===== config.mk =====
export PLATFORM = sky130hd
export DESIGN_NAME = keypad_matrix_scanner
export DESIGN_NICKNAME = d
export VERILOG_FILES = /design/src/rtl/keypad_pkg.sv /design/src/rtl/keypad_tick_gen.sv /design/src/rtl/keypad_matrix_scanner.sv
export SDC_FILE = /design/constraint.sdc
export NUM_CORES = 1
export LEC_CHECK = 0
export ABC_AREA = 1
export CAP_MARGIN = 0
export CORE_ASPECT_RATIO = 0.7
export CORE_MARGIN = 4
export CORE_UTILIZATION = 55
export CTS_CLUSTER_SIZE = 28
export DETAILED_ROUTE_END_ITERATION = 7
export PLACE_DENSITY = 0.78
export SLEW_MARGIN = 0
export SYNTH_ARGS = -nofsm -noshare
export SYNTH_HDL_FRONTEND = slang
export SYNTH_SLANG_ARGS = --single-unit

===== constraint.sdc =====
create_clock -name clk -period 3.65 [get_ports clk]
set_clock_uncertainty 0.15 [all_clocks]
set_input_delay 0.73 -clock clk [delete_from_list [all_inputs] [get_ports clk]]
set_output_delay 0.73 -clock clk [all_outputs]
set_load 0.05 [all_outputs]

===== src/rtl/keypad_pkg.sv =====
// Shared types and helpers for the keypad matrix scanner.
//   scan_state_t : scanner FSM states
//   code_width   : key-code width for a rows x cols matrix
//   encode_key   : linear key code, row-major
package keypad_pkg;

  typedef enum logic [1:0] {
    StScan,
    StDebounce,
    StHeld,
    StRelease
  } scan_state_t;

  function automatic int unsigned code_width(int unsigned rows, int unsigned cols);
    return $clog2(rows * cols);
  endfunction

  function automatic int unsigned encode_key(int unsigned row, int unsigned col,
                                             int unsigned cols);
    return row * cols + col;
  endfunction

endpackage


===== src/rtl/keypad_tick_gen.sv =====
// Row-dwell divider: counts 0..SCAN_DIV-1 and pulses tick_o for one cycle on the last count.
//   clk       : system clock
//   rst_n     : asynchronous active-low reset
//   restart_i : restart the dwell from count 0 on the next clock
//   tick_o    : one-cycle sample strobe
module keypad_tick_gen #(
  parameter int unsigned SCAN_DIV = 1000
) (
  input  logic clk,
  input  logic rst_n,
  input  logic restart_i,
  output logic tick_o
);

  localparam int unsigned DivW = $clog2(SCAN_DIV);

  logic [DivW-1:0] cnt_q, cnt_d;

  assign tick_o = (cnt_q == DivW'(SCAN_DIV - 1));

  always_comb begin
    cnt_d = cnt_q + DivW'(1);
    if (restart_i || tick_o) begin
      cnt_d = '0;
    end
  end

  always_ff @(posedge clk or negedge rst_n) begin
    if (!rst_n) begin
      cnt_q <= '0;
    end else begin
      cnt_q <= cnt_d;
    end
  end

endmodule


===== src/rtl/keypad_matrix_scanner.sv =====
// Debounced row-scan keypad controller for a ROWS x COLS switch matrix.
// Optional auto-repeat while a key is held: define KEYPAD_REPEAT_EN.
//   clk       : system clock
//   rst_n     : asynchronous active-low reset
//   cols      : raw column inputs, active high, asynchronous
//   rows      : one-hot row drive, active high
//   key_valid : key event pending (valid/ready source)
//   key_code  : row*COLS + col of the pending event
//   key_ready : consumer accepts the event
//   press     : a debounced key is currently held
//   overrun   : sticky, an event was dropped while one was pending
module keypad_matrix_scanner
  import keypad_pkg::*;
#(
  parameter int unsigned ROWS         = 4,
  parameter int unsigned COLS         = 3,
  parameter int unsigned SCAN_DIV     = 1000,
  parameter int unsigned DEBOUNCE     = 4,
  parameter int unsigned REPEAT_DELAY = 500,
  parameter int unsigned REPEAT_RATE  = 100,
  localparam int unsigned CODE_W      = code_width(ROWS, COLS)
) (
  input  logic              clk,
  input  logic              rst_n,
  input  logic [COLS-1:0]   cols,
  output logic [ROWS-1:0]   rows,
  output logic              key_valid,
  output logic [CODE_W-1:0] key_code,
  input  logic              key_ready,
  output logic              press,
  output logic              overrun
);

  localparam int unsigned RowW = (ROWS > 1) ? $clog2(ROWS) : 1;
  localparam int unsigned ColW = (COLS > 1) ? $clog2(COLS) : 1;
  localparam int unsigned CntW = $clog2(DEBOUNCE + 1);

  logic [COLS-1:0]   cols_meta_q, cols_sync_q;
  scan_state_t       state_q, state_d;
  logic [RowW-1:0]   row_q, row_d;
  logic [ColW-1:0]   col_q, col_d, win_col;
  logic [CntW-1:0]   cnt_q, cnt_d, cnt_inc;
  logic              valid_q, valid_d, overrun_q, overrun_d;
  logic [CODE_W-1:0] code_q, code_d;
  logic              tick, row_adv, any_col, emit, ev_emit, accept;

  keypad_tick_gen #(
    .SCAN_DIV(SCAN_DIV)
  ) u_tick_gen (
    .clk      (clk),
    .rst_n    (rst_n),
    .restart_i(row_adv),
    .tick_o   (tick)
  );

  // Lowest-index set column wins.
  always_comb begin
    any_col = |cols_sync_q;
    win_col = '0;
    for (int i = int'(COLS) - 1; i >= 0; i--) begin
      if (cols_sync_q[i]) begin
        win_col = ColW'(i);
      end
    end
  end

  always_comb begin
    state_d = state_q;
    row_d   = row_q;
    col_d   = col_q;
    cnt_d   = cnt_q;
    cnt_inc = cnt_q + CntW'(1);
    emit    = 1'b0;
    row_adv = 1'b0;
    if (tick) begin
      case (state_q)
        StScan: begin
          if (!any_col) begin
            row_adv = 1'b1;
          end else begin
            col_d = win_col;
            cnt_d = CntW'(1);
            if (DEBOUNCE == 1) begin
              state_d = StHeld;
              emit    = 1'b1;
            end else begin
              state_d = StDebounce;
            end
          end
        end
        StDebounce: begin
          if (any_col && (win_col == col_q)) begin
            cnt_d = cnt_inc;
            if (cnt_inc == CntW'(DEBOUNCE)) begin
              state_d = StHeld;
              emit    = 1'b1;
            end
          end else begin
            state_d = StScan;
            row_adv = 1'b1;
          end
        end
        StHeld: begin
          if (!any_col) begin
            cnt_d = CntW'(1);
            if (DEBOUNCE == 1) begin
              state_d = StScan;
              row_adv = 1'b1;
            end else begin
              state_d = StRelease;
            end
          end
        end
        StRelease: begin
          if (any_col) begin
            state_d = StHeld;
          end else begin
            cnt_d = cnt_inc;
            if (cnt_inc == CntW'(DEBOUNCE)) begin
              state_d = StScan;
              row_adv = 1'b1;
            end
          end
        end
        default: state_d = StScan;
      endcase
    end
    if (row_adv) begin
      row_d = (row_q == RowW'(ROWS - 1)) ? '0 : row_q + RowW'(1);
    end
  end

`ifdef KEYPAD_REPEAT_EN
  localparam int unsigned RepW = $clog2(REPEAT_DELAY + REPEAT_RATE + 1);

  logic [RepW-1:0] rep_q, rep_d, rep_inc;
  logic            rep_emit;

  // Counts held ticks; after the first repeat it folds back to REPEAT_DELAY so
  // every later repeat lands REPEAT_RATE ticks apart.
  always_comb begin
    rep_d    = rep_q;
    rep_emit = 1'b0;
    rep_inc  = rep_q + RepW'(1);
    if ((state_q != StHeld) || (state_d != StHeld)) begin
      rep_d = '0;
    end else if (tick) begin
      if (rep_inc == RepW'(REPEAT_DELAY)) begin
        rep_emit = 1'b1;
        rep_d    = rep_inc;
      end else if (rep_inc == RepW'(REPEAT_DELAY + REPEAT_RATE)) begin
        rep_emit = 1'b1;
        rep_d    = RepW'(REPEAT_DELAY);
      end else begin
        rep_d = rep_inc;
      end
    end
  end

  always_ff @(posedge clk or negedge rst_n) begin
    if (!rst_n) begin
      rep_q <= '0;
    end else begin
      rep_q <= rep_d;
    end
  end

  assign ev_emit = emit | rep_emit;
`else
  logic unused_repeat_cfg;
  assign unused_repeat_cfg = ^{REPEAT_DELAY, REPEAT_RATE};
  assign ev_emit = emit;
`endif

  // Event slot: a new event replaces a pending one only when it is being accepted.
  always_comb begin
    accept    = valid_q && key_ready;
    valid_d   = valid_q;
    code_d    = code_q;
    overrun_d = overrun_q;
    if (accept) begin
      valid_d = 1'b0;
    end
    if (ev_emit) begin
      if (!valid_q || accept) begin
        valid_d = 1'b1;
        code_d  = CODE_W'(encode_key(32'(row_q), 32'(col_d), COLS));
      end else begin
        overrun_d = 1'b1;
      end
    end
  end

  always_ff @(posedge clk or negedge rst_n) begin
    if (!rst_n) begin
      cols_meta_q <= '0;
      cols_sync_q <= '0;
      state_q     <= StScan;
      row_q       <= '0;
      col_q       <= '0;
      cnt_q       <= '0;
      valid_q     <= 1'b0;
      code_q      <= '0;
      overrun_q   <= 1'b0;
    end else begin
      cols_meta_q <= cols;
      cols_sync_q <= cols_meta_q;
      state_q     <= state_d;
      row_q       <= row_d;
      col_q       <= col_d;
      cnt_q       <= cnt_d;
      valid_q     <= valid_d;
      code_q      <= code_d;
      overrun_q   <= overrun_d;
    end
  end

  assign rows      = ROWS'(1) << row_q;
  assign key_valid = valid_q;
  assign key_code  = code_q;
  assign press     = (state_q == StHeld) || (state_q == StRelease);
  assign overrun   = overrun_q;

endmodule

* Yosys cells after proc, flatten, opt, wreduce, memory -nomap -nowiden
Index checks and enable logic that the tools add are counted.
** Word-level totals
- Input port bits :: 6
- Register bits :: 31
- Output and inout port bits :: 11
- Logic and storage cells :: 74
** Cells by class
- Reductions and logical operators :: 12
- Add/subtract/negate cells :: 4
- Mux-type cells :: 32
- Equality and inequality tests :: 13
- Shifts and indexed selects :: 1
- $mul :: 1
- Bitwise operators :: 1
** Operators with widths (count)
- $mux 2 :: 13
- $mux 3 :: 4
- $pmux 3 s4 :: 1
- $mux 1 :: 11
- $add 10x1->10 const B :: 1
- $eq 10x10->1 const B :: 1
- $mux 10 :: 1
- $reduce_and 5->1 :: 2
- $ne 2x2->1 const B :: 4
- $pmux 2 s4 :: 1
- $eq 2x2->1 const B :: 3
- $ne 3x3->1 const B :: 2
- $add 4x2->4 :: 1
- $mul 2x2->4 const B :: 1
- $reduce_and 2->1 :: 2
- $shl 1x2->4 const A :: 1
- $add 3x1->3 const B :: 1
- $eq 3x3->1 const B :: 1
- $logic_or 1x1->1 :: 3
- $pmux 1 s3 :: 1
- $reduce_or 3->1 :: 1
- $add 2x1->2 const B :: 1
- $eq 2x1->1 const B :: 1
- $eq 2x2->1 :: 1
- other kinds (4) :: 5

* Longest topological paths before layout
Gate-level depths: netlist (run 1).
- Depth in word-level cells :: 10
- Depth in mapped cells :: 14
- Gate-level depth less buffers :: 14

* Modules after synthesis
A second synthesis (run 1) with hierarchy kept.
** Unflattened totals
- Cell total of the unflattened synthesis :: 199
- Area total of the unflattened synthesis :: 1722.9 sq um
** By module, submodules not included
- keypad_matrix_scanner :: times used 1, cells each 128, seq. area each 525.5 sq um, area an instance 1176.1 sq um
- keypad_tick_gen :: times used 1, cells each 71, seq. area each 250.2 sq um, area an instance 546.8 sq um

* Worst setup path before layout (run 1)
Ideal clock, no wire load.
- Kind :: register -> register
- Start :: register u_tick_gen.cnt_q[0]
- End :: register code_q[2] (netlist: key_code[2])
- Stages on the path, launching flop included :: 15
- Path buffers :: 0
- Data required time :: 3.381 ns
- Library setup time :: 0.119 ns
- Path slack :: 0.913 ns
- Arrival time :: 2.468 ns
- Clock period less this slack :: 2.737 ns
- Cell sequence :: dfrtp_1 -> ha_1 -> nand2_1 -> nor2_4 -> nand3_4 -> inv_6 -> nand2_1 -> nor2_1 -> o21ai_1 -> fa_1 -> inv_1 -> ha_1 -> fa_1 -> nand3_1 -> nand2_1
** On the way
- Cells in the longest elaborated chain, start to end :: 3
- Elaborated cells on any way between the ends :: 5
- Classes of those cells :: add/sub (1); eq/ne (1); mux (2); reduce/logical (1)
** Ends and longest elaborated chain
- start: declaration :: line keypad_tick_gen.sv:17 : logic [DivW-1:0] cnt_q, cnt_d;
- start signal: assignment :: line keypad_tick_gen.sv:32 : cnt_q <= cnt_d;
- $eq 10x10->1 (*) :: line keypad_tick_gen.sv:19 : assign tick_o = (cnt_q == DivW'(SCAN_DIV - 1));
- $mux 2 / $mux 1 (equally long branches) :: line keypad_matrix_scanner.sv:75 : if (tick) begin
- $add 4x2->4 / $reduce_and 2->1 (equally long branches)
- end signal: assignment :: line keypad_matrix_scanner.sv:213 : code_q <= code_d;
- end: declaration :: line keypad_matrix_scanner.sv:44 : logic [CODE_W-1:0] code_q, code_d;
Every way passes the cells marked *; elsewhere a longest branch is shown, timed or not.
A chain may end at the register's enable or synchronous reset.

* Final worst setup path (run 1)
Ends and elaborated chain as after synthesis.

==> results.cfg, run 1 <==
[route]
dr.first_iter.drc_count = 67
drc = 0
routedWlPerCell_um = 11.26
vias = 1200
via_per_inst = 4.918
drt_first_pass_iters = 5
detail-route-antenna-nets = 0
wl_mm = 2.747

[min_path]
min_from = cols_meta_q[0]
holdPathEnd = cols_sync_q[0]
hp-class = reg -> reg
holdPathStages = 0

[timing]
period_minus_slack_ps = 2890
relSlewSlack = 0.6608
setup_tns_ps = 0
setup_ws_ps = 759.8
worstMarginPinSlew_ps = 507.2
rsz0062_at_grt = no
slew_violations = 0
setup_viol = 0
fmax_mhz = 346.0
hold_viol = 0
min_period_over_period = 0.7918
hold_ws_ps = 199.7

[critical_path]
cp_cell_sequence = ha_1 -> nand2_1 -> nor2_4 -> nand3_4 -> inv_6 -> nand2_1 -> nor2_1 -> o21ai_1 -> fa_1 -> inv_1 -> ha_1 -> fa_1 -> nand3_1 -> nand2_1
cp_slowest_stage_delay_ps = 490
crit_arrival_ps = 2910
reg2reg_to = key_code[2]
crit_family = adder cells
reg2reg_depth = 14
crit_buf_inv = 2
critPathKind = reg -> reg
crit_path_top_delay_cell = fa_1
required_ps = 3670
r2r-start = u_tick_gen.cnt_q[0]
worst_setup_path_end_kind = flop
cp_common_cell = nand2_1
rrSetupSlack_ps = 760
path_max_fanout = 8
cp-start-kind = flop

[floorplanning]
core-area_sq_um = 2803
dieWidth_um = 72.67
die_h_um = 53.27
pin_count = 17
dieArea_sq_um = 3871
start_util = 0.5746
num_rows = 16

[yosys]
synthesis.nets = 202
synth_cell_types = 23
yosys_register_bits = 31
synthCells = 185
synth_area_sq_um = 1610
synth-seq-area-share = 0.4817
yosysWarnings = 0
syn_avg_cell_area_sq_um = 8.704

[global_route]
grt_remaining_overflow = 0
grt_pass1_vias = 1123
grt_max_degree = 32
antenna_found_initial = 0
grt_pass1_wl_mm = 4.899
grt.total_usage = 0.1729

[clock_tree]
ctsResizeCount = 0
cts_tree = built
clock-sinks = 31
insertion_delay_ps = 280
path_clk_slew_ps = 60
numCtsBuffers = 5
root_buffer = clkbuf_8
post_cts_buffers = 0
ctsHoldBuffers = 0
htreeDepth = 2
clock_path_buffers = 2

[flow_run]
cap_violations = 0

[finish]
fin_util = 0.6804
layout.nets = 225
num_antenna_cells = 0
drive_gt1_frac = 0.1106
final_area_sq_um = 1907
syn_to_final_growth_pct = 18.42

[status]
status = complete, no violations

[power]
vdd_drop_max_uv = 241.5
power_leakage_nw = 1.014
powerDensity_nw_per_um2 = 333.5

[placement]
post-place-ws_ps = 743.0
hpwl_mm = 2.053
gp_congestion = 0.8441
dpl_cell_area_sq_um = 1819
io_buffers = 16
## kinds of logic after synthesis
logic type               count (synthesis)  share of synthesized area
AND/OR/NAND/NOR                         98                     0.2937
XOR/XNOR                                 1                   0.005440
adder cells (fa/ha/maj)                 11                    0.09480
buffers and inverters                   28                    0.06837
flip-flops                              31                     0.4817
AO/OA/AOI/OAI                           16                    0.05595
## synthesized netlist by cell type (all sizes together)
| master | count | area share |
|---|---|---|
| dfrtp | 31 | 0.48 |
| xor2 | 1 | 0.0054 |
| ha | 9 | 0.070 |
| o21ai | 10 | 0.031 |
| inv | 27 | 0.066 |
| o21bai | 1 | 0.0070 |
| nor2 | 21 | 0.070 |
| clkbuf | 1 | 0.0023 |
| a2bb2oi | 1 | 0.0054 |
| a21oi | 4 | 0.012 |
| nand2 | 57 | 0.14 |
| fa | 2 | 0.025 |
| or2 | 1 | 0.0039 |
| nand3 | 19 | 0.078 |
## area by class of cell
| class | count | area, sq um |
|---|---|---|
| Tap cell | 36 | 45.04 |
| Multi-Input combinational cell | 126 | 724.4 |
| Sequential cell | 31 | 775.7 |
| Fill cell | 204 | 895.9 |
| Timing Repair Buffer | 17 | 167.7 |
| Inverter | 27 | 106.4 |
| Clock inverter | 1 | 5.005 |
| Clock buffer | 6 | 82.58 |
## per-stage QoR
| step | total power [mW] | cells |
|---|---|---|
| 2_1_floorplan | 0.3607 | 185 |
| 3_3_place_gp | 0.3743 | 237 |
| 3_5_place_dp | 0.3753 | 237 |
| 4_1_cts | 0.6434 | 244 |
| 5_1_grt | 0.6633 | 244 |
| 6_report | 0.6359 | 244 |
## cell usage in the layout, fill, tap and decap left out
cell and n:
nor2_1 17, o21ai_1 4, nand2_1 55, ha_1 9
nor2_2 1, nand2_4 2, o21ai_0 6, nand3_1 16
clkdlybuf4s50_1 16, inv_1 23, clkbuf_8 6, a21oi_1 4
inv_2 3, dfrtp_1 31, nor2_4 2, clkinv_2 1
a2bb2oi_1 1, or2_2 1, xor2_1 1, fa_1 2
nand3_2 1, o21bai_2 1, nand3_4 2, inv_6 1
nor2_8 1, buf_4 1
## per-layer routing
layer | global-route usage | share of wire | wire (um) | up-vias
met5 | 0 | 0 | 0 | -
li1 | - | - | - | 619
met2 | 0.2710 | 0.46 | 1255 | 29
met1 | 0.2194 | 0.48 | 1310 | 547
met3 | 0.05693 | 0.052 | 143 | 5
met4 | 0.07362 | 0.014 | 38 | 0
## worst max-delay path by stage
stage                        start          end  slack [ps]  cells past startpoint
2_1_floorplan  u_tick_gen.cnt_q[0]  key_code[2]         910                     14
3_3_place_gp   u_tick_gen.cnt_q[0]  key_code[2]         840                     14
3_5_place_dp   u_tick_gen.cnt_q[0]  key_code[2]         740                     14
4_1_cts        u_tick_gen.cnt_q[0]  key_code[2]         740                     14
5_1_grt        u_tick_gen.cnt_q[0]  key_code[2]         520                     14
6_report       u_tick_gen.cnt_q[0]  key_code[2]         760                     14
## where the power goes
| part | switching, mW | total, mW | internal (mW) |
|---|---|---|---|
| registers | 0.00192 | 0.349 | 0.347 |
| logic | 0.0123 | 0.0195 | 0.00721 |
| clock network | 0.120 | 0.267 | 0.148 |
## flip-flops by register name (all words and copies together), names as in the netlist
name	cells
u_tick_gen.cnt_q	10
key_code	4
cnt_q	3
cols_meta_q	3
cols_sync_q	3
col_q	2
row_q	2
state_q	2
key_valid	1
overrun	1
Power figures use the tool's default switching activity.
==> run 2, diff against run 1 <==
--- a/config.mk
+++ b/config.mk
@@ -9,10 +9,10 @@
 export CAP_MARGIN = 0
 export CORE_ASPECT_RATIO = 0.7
 export CORE_MARGIN = 4
-export CORE_UTILIZATION = 55
+export CORE_UTILIZATION = 50
 export CTS_CLUSTER_SIZE = 28
 export DETAILED_ROUTE_END_ITERATION = 7
-export PLACE_DENSITY = 0.78
+export PLACE_DENSITY = 0.75
 export SLEW_MARGIN = 0
 export SYNTH_ARGS = -nofsm -noshare
 export SYNTH_HDL_FRONTEND = slang
==> constraint.sdc (replaced) <==
create_clock -name clk -period 2.35 [get_ports clk]
set_clock_uncertainty 0.15 [all_clocks]
set_input_delay 0.47 -clock clk [delete_from_list [all_inputs] [get_ports clk]]
set_output_delay 0.47 -clock clk [all_outputs]
set_load 0.05 [all_outputs]
==> results.cfg, run 2 (synthesis gave the netlist of run 1 again) <==
[timing]
worstMarginPinSlew_ps = 503.5
hold_viol = 0
slew_violations = 0
hold_ws_ps = 200.0
min_period_over_period = 1.141
relSlewSlack = 0.6633
period_minus_slack_ps = 2681
fmax_mhz = 373.1
setup_ws_ps = -330.5
setup_viol = 2
rsz0062_at_grt = yes

[min_path]
hp-class = reg -> reg
holdPathStages = 0

[floorplanning]
core-area_sq_um = 2943
start_util = 0.5472
dieArea_sq_um = 4207
die_h_um = 55.48
dieWidth_um = 75.83
pin_count = 17
num_rows = 16

[placement]
hpwl_mm = 2.424
io_buffers = 16
gp_congestion = 0.8814
dpl_cell_area_sq_um = 1959

[power]
power_leakage_nw = 1.165
powerDensity_nw_per_um2 = 515.1
vdd_drop_max_uv = 437.7
p_total_mw = 1.120

[critical_path]
required_ps = 2430
critPathKind = reg -> reg
path_max_fanout = 4
crit_end = key_code[2]
crit_arrival_ps = 2760
worst_setup_path_end_kind = flop
r2r-start = u_tick_gen.cnt_q[0]
cp-start-kind = flop
reg2reg_to = key_code[2]
rrSetupSlack_ps = -330
crit_path_start = u_tick_gen.cnt_q[0]
reg2reg_depth = 14

[finish]
final_area_sq_um = 2173
regMostFlops = u_tick_gen.cnt_q
final_common_cell = nand2_1
fin_util = 0.7385
num_antenna_cells = 0
nFillCells = 204
largest_register_ffs = 10
drive_gt1_frac = 0.2735
final_cell_mix = 53 x nand2_1, 31 x dfrtp_1, 30 x buf_4
layout.nets = 250
syn_to_final_growth_pct = 34.96

[clock_tree]
path_clk_slew_ps = 70
clock_path_buffers = 2
clock-sinks = 31
numCtsBuffers = 5
htreeDepth = 2
insertion_delay_ps = 290
root_buffer = clkbuf_8
cts_tree = built

[route]
via_per_inst = 4.911
drt_first_pass_iters = 4
vias = 1326
maxUsedRoutingLayer = met4
routedWlPerCell_um = 12.63
wl_mm = 3.410
drc = 0
wl_met2_mm = 1.672
detail-route-antenna-nets = 0
wl_met3_um = 128
wl_met1_mm = 1.555
dr.first_iter.drc_count = 42

[global_route]
grt_max_degree = 32
antenna_found_initial = 0
grt.total_usage = 0.1772
grt_remaining_overflow = 0
grt_pass1_wl_mm = 5.616
grt_pass1_vias = 1292

[status]
violations = negative setup slack
status = finished, violations left

[flow_run]
cap_violations = 0
-- run 2: metrics by stage --
stage                     TNS [ps]  setup slack [ps]  std cells
final                       -494.3            -330.5        270
after global routing        -773.0            -440.6        270
after CTS                   -489.1            -321.9        267
after detailed placement    -638.7            -354.6        256
after global placement      -447.8            -258.1        256
after floorplan             -561.3            -317.5        185
-- run 2: routing by layer --
layer  vias to the layer above  global-route usage
met5                         -                   0
met4                         0             0.07481
met3                         6             0.05435
met2                        26              0.2817
met1                       623              0.2183
li1                        671                   -
-- run 2: final cells by class --
cell class,count,area [sq um],area share
Timing Repair Buffer,42,345.3,0.1589
Sequential cell,31,775.7,0.3569
Clock buffer,6,82.58,0.03800
Inverter,27,106.4,0.04894
Clock inverter,2,35.03,0.01612
Multi-Input combinational cell,126,783.3,0.3604
Tap cell,36,45.04,0.02073
-- run 2: where the power goes --
group          internal (mW)  leakage (nW)  switching (mW)  total [mW]
clock network          0.343        0.0612           0.205       0.547
registers              0.539         0.405         0.00286       0.542
logic                 0.0112         0.699          0.0191      0.0303
total                  0.893          1.17           0.227        1.12
-- run 2: repair_timing --
item,4_1_cts,5_1_grt
pin swaps,2,3
setup endpoints to repair,3,3
setup buffers,3,3
endpoints found under the hold margin,0,0
hold buffers,0,0
gates resized for setup,7,6
-- run 2: worst max-delay path: stages (launching register included) --
cell and delay [ps]:
dfrtp_1 360, ha_2 210, nand2_4 60, nor2_4 90, nand3_4 90, clkinv_4 80, nand2_4 60, nor2_4 90
o21ai_2 70, fa_1 490, inv_2 50, ha_4 150, fa_2 530, nand3_2 60, nand2_1 80
-- run 2: worst min path at each step --
stage | startpoint | endpoint | slack (ps)
2_1_floorplan | rst_n | cnt_q[0] | 20
3_3_place_gp | cols_meta_q[0] | cols_sync_q[0] | 190
3_5_place_dp | cols_meta_q[0] | cols_sync_q[0] | 190
4_1_cts | cols_meta_q[0] | cols_sync_q[0] | 200
5_1_grt | cols_meta_q[0] | cols_sync_q[0] | 220
6_report | cols_meta_q[0] | cols_sync_q[0] | 200
==> run 3, diff against run 2 <==
--- a/config.mk
+++ b/config.mk
@@ -13,7 +13,7 @@
 export CTS_CLUSTER_SIZE = 28
 export DETAILED_ROUTE_END_ITERATION = 7
 export PLACE_DENSITY = 0.75
-export SLEW_MARGIN = 0
+export SLEW_MARGIN = 20
 export SYNTH_ARGS = -nofsm -noshare
 export SYNTH_HDL_FRONTEND = slang
 export SYNTH_SLANG_ARGS = --single-unit
==> results of run 3 <==
Same layout as run 2: the final DEF is identical, and so are final timing and power.
